===== config.mk =====
export PLATFORM = sky130hd
export DESIGN_NAME = merger_leaf_refill_arbiter
export DESIGN_NICKNAME = d
export VERILOG_FILES = /design/src/rtl/merger_leaf_refill_arbiter.sv
export SDC_FILE = /design/constraint.sdc
export NUM_CORES = 1
export LEC_CHECK = 0
export ABC_AREA = 1
export CAP_MARGIN = 20
export CELL_PAD_IN_SITES_DETAIL_PLACEMENT = 1
export CELL_PAD_IN_SITES_GLOBAL_PLACEMENT = 1
export CORE_MARGIN = 5
export CORE_UTILIZATION = 40
export CTS_CLUSTER_DIAMETER = 30
export CTS_CLUSTER_SIZE = 40
export DETAILED_ROUTE_END_ITERATION = 10
export PLACE_DENSITY_LB_ADDON = 0.1
export SETUP_SLACK_MARGIN = 0.05
export SYNTH_ARGS = -nofsm -noshare
export SYNTH_HDL_FRONTEND = slang
export SYNTH_SLANG_ARGS = --single-unit

===== constraint.sdc =====
create_clock -name i_clk -period 9.6 [get_ports i_clk]
set_input_delay 1.92 -clock i_clk [delete_from_list [all_inputs] [get_ports i_clk]]
set_output_delay 1.92 -clock i_clk [all_outputs]
set_load 0.01 [all_outputs]

===== src/rtl/merger_leaf_refill_arbiter.sv =====
// merger_leaf_refill_arbiter
// Refill scheduler for the leaf input FIFOs of a merger tree. One shared
// memory read port is granted to leaves that still have unread run blocks
// and free FIFO credit. Credit is reserved when a leaf is selected and
// returned when the merger pops that leaf's FIFO.
// Optional build macro: REFILL_LOWEST_FIRST_EN. When defined, the grant goes
// to the eligible leaf with the least reserved credit, and ties are broken
// round-robin. When undefined, the grant is pure round-robin.
module merger_leaf_refill_arbiter #(
  parameter int NUM_LEAVES  = 4,
  parameter int FIFO_DEPTH  = 8,
  parameter int ADDR_W      = 32,
  parameter int LEN_W       = 16,
  parameter int ADDR_STRIDE = 128,
  parameter int TAG_W       = $clog2(NUM_LEAVES)
) (
  input  logic                         i_clk,
  input  logic                         i_rst,
  input  logic                         i_start,
  input  logic [NUM_LEAVES*ADDR_W-1:0] i_base_addr,
  input  logic [NUM_LEAVES*LEN_W-1:0]  i_run_len,
  output logic                         o_busy,
  output logic                         o_done,
  output logic                         o_mem_req_valid,
  input  logic                         i_mem_req_ready,
  output logic [ADDR_W-1:0]            o_mem_req_addr,
  output logic [TAG_W-1:0]             o_mem_req_tag,
  input  logic                         i_mem_resp_valid,
  input  logic [TAG_W-1:0]             i_mem_resp_tag,
  input  logic [NUM_LEAVES-1:0]        i_fifo_read,
  output logic [NUM_LEAVES-1:0]        o_fifo_write
);

  localparam int RES_W = $clog2(FIFO_DEPTH + 1);
  localparam int OUT_W = $clog2(NUM_LEAVES * FIFO_DEPTH + 1);

  typedef enum logic [1:0] {
    S_IDLE  = 2'd0,
    S_RUN   = 2'd1,
    S_DRAIN = 2'd2,
    S_DONE  = 2'd3
  } state_t;

  state_t r_state;
  state_t w_state_nxt;

  logic [ADDR_W-1:0] r_addr     [NUM_LEAVES];
  logic [LEN_W-1:0]  r_remain   [NUM_LEAVES];
  logic [RES_W-1:0]  r_reserved [NUM_LEAVES];
  logic [OUT_W-1:0]  r_outstanding;
  logic [TAG_W-1:0]  r_rr;

  logic              r_req_valid;
  logic [ADDR_W-1:0] r_req_addr;
  logic [TAG_W-1:0]  r_req_tag;

  logic [NUM_LEAVES-1:0] w_eligible;
  logic [NUM_LEAVES-1:0] w_cand;
  logic [NUM_LEAVES-1:0] w_sel_onehot;
  logic [NUM_LEAVES-1:0] w_pop_ok;
  logic                  w_all_zero;
  logic                  w_accept;
  logic                  w_slot_free;
  logic                  w_sel_found;
  logic                  w_sel_fire;
  logic [TAG_W-1:0]      w_sel_idx;
  logic                  w_resp_ok;
  logic                  w_start;

  assign w_start     = (r_state == S_IDLE) && i_start;
  assign w_accept    = r_req_valid && i_mem_req_ready;
  // The request register can take a new selection when empty or draining this cycle.
  assign w_slot_free = !r_req_valid || w_accept;
  assign w_sel_fire  = w_sel_found && w_slot_free;
  // A response with nothing outstanding is ignored unless an accept lands in the same cycle.
  assign w_resp_ok   = i_mem_resp_valid && (r_state != S_IDLE) &&
                       ((r_outstanding != '0) || w_accept);

  assign o_busy          = (r_state != S_IDLE);
  assign o_done          = (r_state == S_DONE);
  assign o_mem_req_valid = r_req_valid;
  assign o_mem_req_addr  = r_req_addr;
  assign o_mem_req_tag   = r_req_tag;

  // Per-leaf eligibility, pop legality and run-complete detection.
  always_comb begin
    w_eligible = '0;
    w_pop_ok   = '0;
    w_all_zero = 1'b1;
    for (int k = 0; k < NUM_LEAVES; k++) begin
      w_eligible[k] = (r_state == S_RUN) && (r_remain[k] != '0) &&
                      (r_reserved[k] < RES_W'(FIFO_DEPTH));
      w_pop_ok[k]   = (r_state != S_IDLE) && i_fifo_read[k] && (r_reserved[k] != '0);
      if (r_remain[k] != '0) begin
        w_all_zero = 1'b0;
      end else begin
        w_all_zero = w_all_zero;
      end
    end
  end

`ifdef REFILL_LOWEST_FIRST_EN
  logic [RES_W-1:0] w_min_res;

  // Narrow the candidates to the eligible leaves holding the least reserved credit.
  always_comb begin
    w_min_res = '1;
    w_cand    = '0;
    for (int k = 0; k < NUM_LEAVES; k++) begin
      if (w_eligible[k] && (r_reserved[k] < w_min_res)) begin
        w_min_res = r_reserved[k];
      end else begin
        w_min_res = w_min_res;
      end
    end
    for (int k = 0; k < NUM_LEAVES; k++) begin
      w_cand[k] = w_eligible[k] && (r_reserved[k] == w_min_res);
    end
  end
`else
  // Every eligible leaf competes in the round-robin scan.
  always_comb begin
    w_cand = w_eligible;
  end
`endif

  // Round-robin scan over the candidates, starting at the RR pointer.
  always_comb begin
    w_sel_found = 1'b0;
    w_sel_idx   = '0;
    for (int i = 0; i < NUM_LEAVES; i++) begin
      if (!w_sel_found && w_cand[(int'(r_rr) + i) % NUM_LEAVES]) begin
        w_sel_found = 1'b1;
        w_sel_idx   = TAG_W'((int'(r_rr) + i) % NUM_LEAVES);
      end else begin
        w_sel_found = w_sel_found;
      end
    end
  end

  // One-hot of the leaf selected this cycle and FIFO enqueue strobes.
  always_comb begin
    w_sel_onehot = '0;
    o_fifo_write = '0;
    for (int k = 0; k < NUM_LEAVES; k++) begin
      w_sel_onehot[k] = w_sel_fire && (w_sel_idx == TAG_W'(k));
      o_fifo_write[k] = (r_state != S_IDLE) && i_mem_resp_valid &&
                        (i_mem_resp_tag == TAG_W'(k));
    end
  end

  // Pass sequencing: IDLE -> RUN -> DRAIN -> DONE -> IDLE.
  always_comb begin
    w_state_nxt = r_state;
    case (r_state)
      S_IDLE: begin
        if (i_start) begin
          w_state_nxt = S_RUN;
        end else begin
          w_state_nxt = S_IDLE;
        end
      end
      S_RUN: begin
        if (w_all_zero && !r_req_valid) begin
          w_state_nxt = S_DRAIN;
        end else begin
          w_state_nxt = S_RUN;
        end
      end
      S_DRAIN: begin
        if (r_outstanding == '0) begin
          w_state_nxt = S_DONE;
        end else begin
          w_state_nxt = S_DRAIN;
        end
      end
      S_DONE:  w_state_nxt = S_IDLE;
      default: w_state_nxt = S_IDLE;
    endcase
  end

  // State register.
  always_ff @(posedge i_clk or posedge i_rst) begin
    if (i_rst) begin
      r_state <= S_IDLE;
    end else begin
      r_state <= w_state_nxt;
    end
  end

  // Request register: loads on selection, holds until the memory accepts.
  always_ff @(posedge i_clk or posedge i_rst) begin
    if (i_rst) begin
      r_req_valid <= 1'b0;
      r_req_addr  <= '0;
      r_req_tag   <= '0;
    end else if (r_state == S_IDLE) begin
      r_req_valid <= 1'b0;
    end else if (w_sel_fire) begin
      r_req_valid <= 1'b1;
      r_req_addr  <= r_addr[w_sel_idx];
      r_req_tag   <= w_sel_idx;
    end else if (w_accept) begin
      r_req_valid <= 1'b0;
    end
  end

  // Round-robin pointer moves just past the leaf most recently selected.
  always_ff @(posedge i_clk or posedge i_rst) begin
    if (i_rst) begin
      r_rr <= '0;
    end else if (w_sel_fire) begin
      r_rr <= TAG_W'((int'(w_sel_idx) + 1) % NUM_LEAVES);
    end
  end

  // Per-leaf run cursor, remaining length and reserved FIFO credit.
  always_ff @(posedge i_clk or posedge i_rst) begin
    if (i_rst) begin
      for (int k = 0; k < NUM_LEAVES; k++) begin
        r_addr[k]     <= '0;
        r_remain[k]   <= '0;
        r_reserved[k] <= '0;
      end
    end else if (w_start) begin
      for (int k = 0; k < NUM_LEAVES; k++) begin
        r_addr[k]     <= i_base_addr[k*ADDR_W +: ADDR_W];
        r_remain[k]   <= i_run_len[k*LEN_W +: LEN_W];
        r_reserved[k] <= '0;
      end
    end else begin
      for (int k = 0; k < NUM_LEAVES; k++) begin
        if (w_sel_onehot[k]) begin
          r_addr[k]   <= r_addr[k] + ADDR_W'(ADDR_STRIDE);
          r_remain[k] <= r_remain[k] - LEN_W'(1);
        end
        if (w_sel_onehot[k] && !w_pop_ok[k]) begin
          r_reserved[k] <= r_reserved[k] + RES_W'(1);
        end else if (w_pop_ok[k] && !w_sel_onehot[k]) begin
          r_reserved[k] <= r_reserved[k] - RES_W'(1);
        end
      end
    end
  end

  // Outstanding reads: +1 on accept, -1 on a legal response, both cancel.
  always_ff @(posedge i_clk or posedge i_rst) begin
    if (i_rst) begin
      r_outstanding <= '0;
    end else if (w_start) begin
      r_outstanding <= '0;
    end else if (w_accept && !w_resp_ok) begin
      r_outstanding <= r_outstanding + OUT_W'(1);
    end else if (w_resp_ok && !w_accept) begin
      r_outstanding <= r_outstanding - OUT_W'(1);
    end
  end

endmodule

### After elaboration in Yosys (flattened, before gate mapping)

Index checks and enable logic that the tools add are counted.

* flip-flop bits (word level): 253
* output and inout bits: 41
* input port bits: 203

* magnitude comparators: 9
* add/subtract/negate cells: 22
* equality and inequality tests: 9
* reductions and logical operators: 87
* bitwise operators: 5
* muxes and demuxes: 55

Operators by type and width (count)
* $mux 32: 6
* $add 32x8->32 const B: 4
* $mux 128: 1
* $mux 16: 5
* $bmux 32 s2: 1
* $mux 64: 1
* $reduce_bool 16->1: 4
* $sub 16x1->16 const B: 4
* $logic_and 1x1->1: 43
* $mux 4: 8
* $mux 1: 20
* $mux 6: 3
* $reduce_bool 3->1: 6
* $add 4x1->4 const B: 4
* $lt 4x4->1 const B: 4
* $reduce_bool 4->1: 4
* $sub 4x1->4 const B: 4
* $logic_not 1->1: 14
* $eq 2x2->1 const B: 6
* $lt 3x4->1 const B: 3
* $mux 2: 5
* $reduce_bool 2->1: 5
* $bmux 1 s2: 4
* $pmux 2 s4: 1
* 16 further kinds: 27

### Longest topological paths before layout

* depth after elaboration: 22
* gate-level depth with buffers: 24

### Worst setup path before layout

OpenSTA, ideal clock, no wires.

* path type: input -> output
* from: in i_mem_resp_valid
* to: out o_fifo_write[0]
* slack: 5.395 ns
* arrival time: 2.285 ns
* required time: 7.680 ns
* cell stages on the path: 2
* cells stage by stage: nand2_1 nor3_1

* word-level cells in the longest chain between the ends: 2

RTL lines
* start: declaration: line 28 `input logic i_mem_resp_valid,`
* $logic_and 1x1->1 (2 in series): line 147 `o_fifo_write[k] = (r_state != S_IDLE) && i_mem_resp_valid &&`
* end: declaration: line 31 `output logic [NUM_LEAVES-1:0] o_fifo_write`

Every way passes these cells.

### Final worst setup path

* from: reg r_remain[48] (netlist bit)
* to: reg r_addr[92] (netlist bit)

* word-level cells in the longest chain between the ends: 18
* elaborated cells on any way between the ends: 32

RTL lines
* start: declaration: line 48 `logic [LEN_W-1:0] r_remain [NUM_LEAVES];`
* start signal: indexed assignment: line 228 `r_remain[k] <= i_run_len[k*LEN_W +: LEN_W];`
* start signal: indexed assignment: line 235 `r_remain[k] <= r_remain[k] - LEN_W'(1);`
* $reduce_bool 16->1 (*): line 91 `w_eligible[k] = (r_state == S_RUN) && (r_remain[k] != '0) &&`
* $logic_and 1x1->1 (*) (2 in series): line 91
* $bmux 1 s2: line 132 `if (!w_sel_found && w_cand[(int'(r_rr) + i) % NUM_LEAVES]) begin`
* $mux 1 (implied by the code): line 132
* $mux 1: line 132
* $logic_not 1->1: line 132
* $logic_and 1x1->1: line 132
* $mux 1: line 132
* [2 not listed]
* $mux 1: line 132
* $logic_not 1->1: line 132
* $logic_and 1x1->1: line 132
* $mux 2 (*): line 132
* net w_sel_idx[0]: line 66 `logic [TAG_W-1:0] w_sel_idx;`
* $eq 2x1->1 (*): line 146 `w_sel_onehot[k] = w_sel_fire && (w_sel_idx == TAG_W'(k));`
* $logic_and 1x1->1 (*): line 146
* $reduce_bool 2->1 (no line) (*)
* end signal: indexed assignment: line 227 `r_addr[k] <= i_base_addr[k*ADDR_W +: ADDR_W];`
* end signal: indexed assignment: line 234 `r_addr[k] <= r_addr[k] + ADDR_W'(ADDR_STRIDE);`
* end: declaration: line 47 `logic [ADDR_W-1:0] r_addr [NUM_LEAVES];`

The timed path passes the listed nets; every way through them passes the cells marked *. The select of a mux whose other input is x is not followed.
A chain may end at the register's enable or synchronous reset.

==> impl_metrics.json <==
{
  "finish.net_count": 2766,
  "worst_clock_skew_ns": 0.02535,
  "buffer_ports.inserted": 243,
  "die-height_um": 212.2,
  "cp.arrival_ns": 5.84,
  "io_pins": 244,
  "number_of_clock_sinks": 253,
  "worst_setup_hold_path_clk_slew_ns": 0.04,
  "whs_ns": 0.4757,
  "route.vias.total": 17279,
  "syn_area_per_cell_um2": 7.094,
  "yosys.area.top_type": "dfrtp_1",
  "start_util_pct": 40.21,
  "max_stage_delay_ns": 0.56,
  "finalWeightedCongestion": 0.8893,
  "total_power_consumption_of_the_routed_design_mw": 8.552,
  "total_negative_setup_slacks_ns": 0,
  "drv_slew": 0,
  "count_of_unresolved_drc_violations_after_routing": 0,
  "hold_depth": 2,
  "required_time_of_the_worst_setup_path_ns": 10.06,
  "post_cts_resized": 0,
  "grt_pass1_vias": 18182,
  "layout.cells.most_common": "nand2_1",
  "power_per_cell_area_nw_per_um2": 389.5,
  "cap_viol_max_count": 0,
  "worstHoldPathType": "flip-flop to flip-flop",
  "netlist_area_um2": 16350,
  "post_synth_num_cell_types": 44,
  "worstSetupPathType": "flip-flop to flip-flop",
  "detailedPlacementHpwl_mm": 42.56,
  "outcome": "finished, final reports clean",
  "cts_htree_levels": 3,
  "irDropWorstVdd_mv": 0.2329,
  "gr-total-overflow": 0,
  "synth_edf_count": 0,
  "synth.yosys.seq_area_share_pct": 38.73,
  "postSynth.asyncResetShare_pct": 100.0,
  "tritoncts": "built",
  "grt_max_degree": 106,
  "final_cell_mix": "651 x nand2_1, 298 x nand3_1, 253 x dfrtp_1",
  "hold_path.startpoint": "o_mem_req_addr[4]",
  "worst_slew_pin_slew_ns": 1.020,
  "area_delta_synth_final_pct": 34.32,
  "core_region_area_um2": 40650,
  "post-synth-top-area-fraction_pct": 38.73,
  "layout-drive-gt1-share_pct": 8.199,
  "rsz0062_at_grt": "no",
  "reg2reg_depth": 21,
  "chipWidth_um": 212.2,
  "worstSetupStartpoint": "r_remain[48]",
  "worstPathMaxFanout": 63,
  "crit_slowest_cell": "buf_4",
  "final.min_clock_period_ns": 5.384,
  "grt_pass1_wl_mm": 97.92,
  "dpl_worst_slack_ns": 4.283,
  "final.setup.worst_slack_ns": 4.216,
  "finalSetupViolCount": 0,
  "static-leakage-power_nw": 10.14,
  "report.final.hold_viol_count": 0,
  "cts_hold_buffers": 0,
  "postSynth.topFlopCell": "dfrtp_1",
  "row_count": 74,
  "detail_route.wirelength_mm": 61.58,
  "via_per_inst": 5.519,
  "postSynthRegisterBits": 253,
  "cts-root-buf": "clkbuf_16",
  "yosys-top-cells-area": "dfrtp_1 39%, nand2_1 15%, nand3_1 9.1%",
  "most_used_cell_along_the_critical_path": "nand3_1",
  "postCtsSetupRepairBufs": 0,
  "worst_slew_margin_rel_pct": 31.99,
  "critical_path.cell_chain": "inv_1 > ha_1 > nand2_1 > nor2_1 > nand2_1 > nand3_1 > nand3_1 > nand2_2 > nand3_1 > nand3_2 > buf_4 > nand2_2 > buf_4 > inv_1 > ha_1 > nand3_4 > nand2_2 > buf_4 > nand3_1 > o21ai_0 > a21oi_1",
  "grt_util_all_layers_pct": 27.12,
  "cts_inserted_buffers": 80,
  "synth.net_count": 2536,
  "antenna_left": 0,
  "max_clock_freq_mhz": 185.7,
  "timing.rr.start": "r_remain[48]",
  "startpoint_type": "flip-flop",
  "dieArea_um2": 45010,
  "drt-pass1-iter-count": 6,
  "avgRoutedWirePerCell_um": 19.67,
  "cells_after_synth": 2304,
  "clock_insertion_delay_worst_skew_ns": 0.59,
  "timing.final.crit_share_pct": 56.08,
  "synth_warnings": 0,
  "drt_iter0_markers": 1171,
  "cts_buffer_depth": 3,
  "endpoint_kind": "flip-flop",
  "antenna_found_initial": 1
}
-- where the power goes --
group	switching, mW	internal (mW)
logic	2.61	1.28
registers	0.387	1.43
clock network	0.780	2.06
-- stage by stage --
stage                     utilization, %  cell area, um^2  std cells
after floorplan                        -            16350       2304
after global placement             46.67            18970       2982
after detailed placement           46.67            18970       2982
after CTS                          53.87            21900       3128
after global routing               54.01            21950       3131
final                              54.01            21950       3131
-- flip-flops by register name (all words and copies together), names as in the netlist, named ones only --
signal / count
r_state: 1
r_addr: 128
o_mem_req_tag: 2
o_mem_req_addr: 32
r_reserved: 16
r_rr: 2
r_remain: 64
o_mem_req_valid: 1
r_outstanding: 6
-- layer usage --
layer	wire length [um]	GRT usage, %	vias to the layer above
li1	-	-	8215
met1	26750	35.63	8549
met2	30180	46.21	410
met3	3011	3.969	105
met4	1638	8.885	0
met5	0	0	-
-- cell usage after synthesis, types with 5 or more instances --
| cell | n |
|---|---|
| fa_1 | 5 |
| xor2_1 | 44 |
| inv_1 | 189 |
| dfrtp_1 | 253 |
| or2_2 | 13 |
| nand3_2 | 8 |
| ha_1 | 24 |
| o21ai_0 | 95 |
| a21oi_1 | 46 |
| buf_1 | 5 |
| nor2_1 | 221 |
| o22ai_1 | 32 |
| a31oi_1 | 88 |
| buf_6 | 17 |
| clkbuf_1 | 53 |
| o21ai_1 | 22 |
| nand2_2 | 9 |
| nor3_1 | 30 |
| nand4_1 | 44 |
| xnor2_1 | 13 |
| buf_4 | 6 |
| buf_2 | 30 |
| nor2_2 | 6 |
| o211ai_1 | 34 |
| nor4_1 | 25 |
| nand2_1 | 652 |
| nand3_1 | 298 |
-- critical path: cells and delay by family (launching register included) --
| kind | cells | cell delay, ns |
|---|---|---|
| buffers and inverters | 5 | 1.80 |
| adder cells (fa/ha/maj) | 2 | 0.58 |
| AO/OA/AOI/OAI | 2 | 0.17 |
| flip-flops | 1 | 0.39 |
| AND/OR/NAND/NOR | 12 | 2.24 |
-- cells by family (layout without fill, tap and decap cells) --
kind of cell             count (synthesis)  in the layout  share of synthesized area (%)
AND/OR/NAND/NOR                       1327           1327                          35.68
AO/OA/AOI/OAI                          333            333                          11.93
buffers and inverters                  305            599                          8.152
flip-flops                             253            253                          38.73
XOR/XNOR                                57             57                          3.054
adder cells (fa/ha/maj)                 29             29                          2.450
other                                    0              1                              0
-- worst paths after layout --
kind / endpoint / slack [ns]
max reg2reg: r_addr[92] / 4.22
min reg2reg: o_mem_req_addr[4] / 0.48
min: o_mem_req_addr[4] / 0.48
min in group asynchronous: r_remain[23] / 1.86
max: r_addr[92] / 4.22
max in group asynchronous: o_mem_req_addr[1] / 6.57
-- final cells by class --
class	instances	area, um^2
clock inverter	37	551.8
sequential	253	6331
timing repair buffer	259	2592
inverter	194	740.7
antenna	1	2.502
clock buffer	109	2376
multi-input combinational	1746	8695
tap	532	665.6
fill	5035	18690
Power figures use the tool's default switching activity.
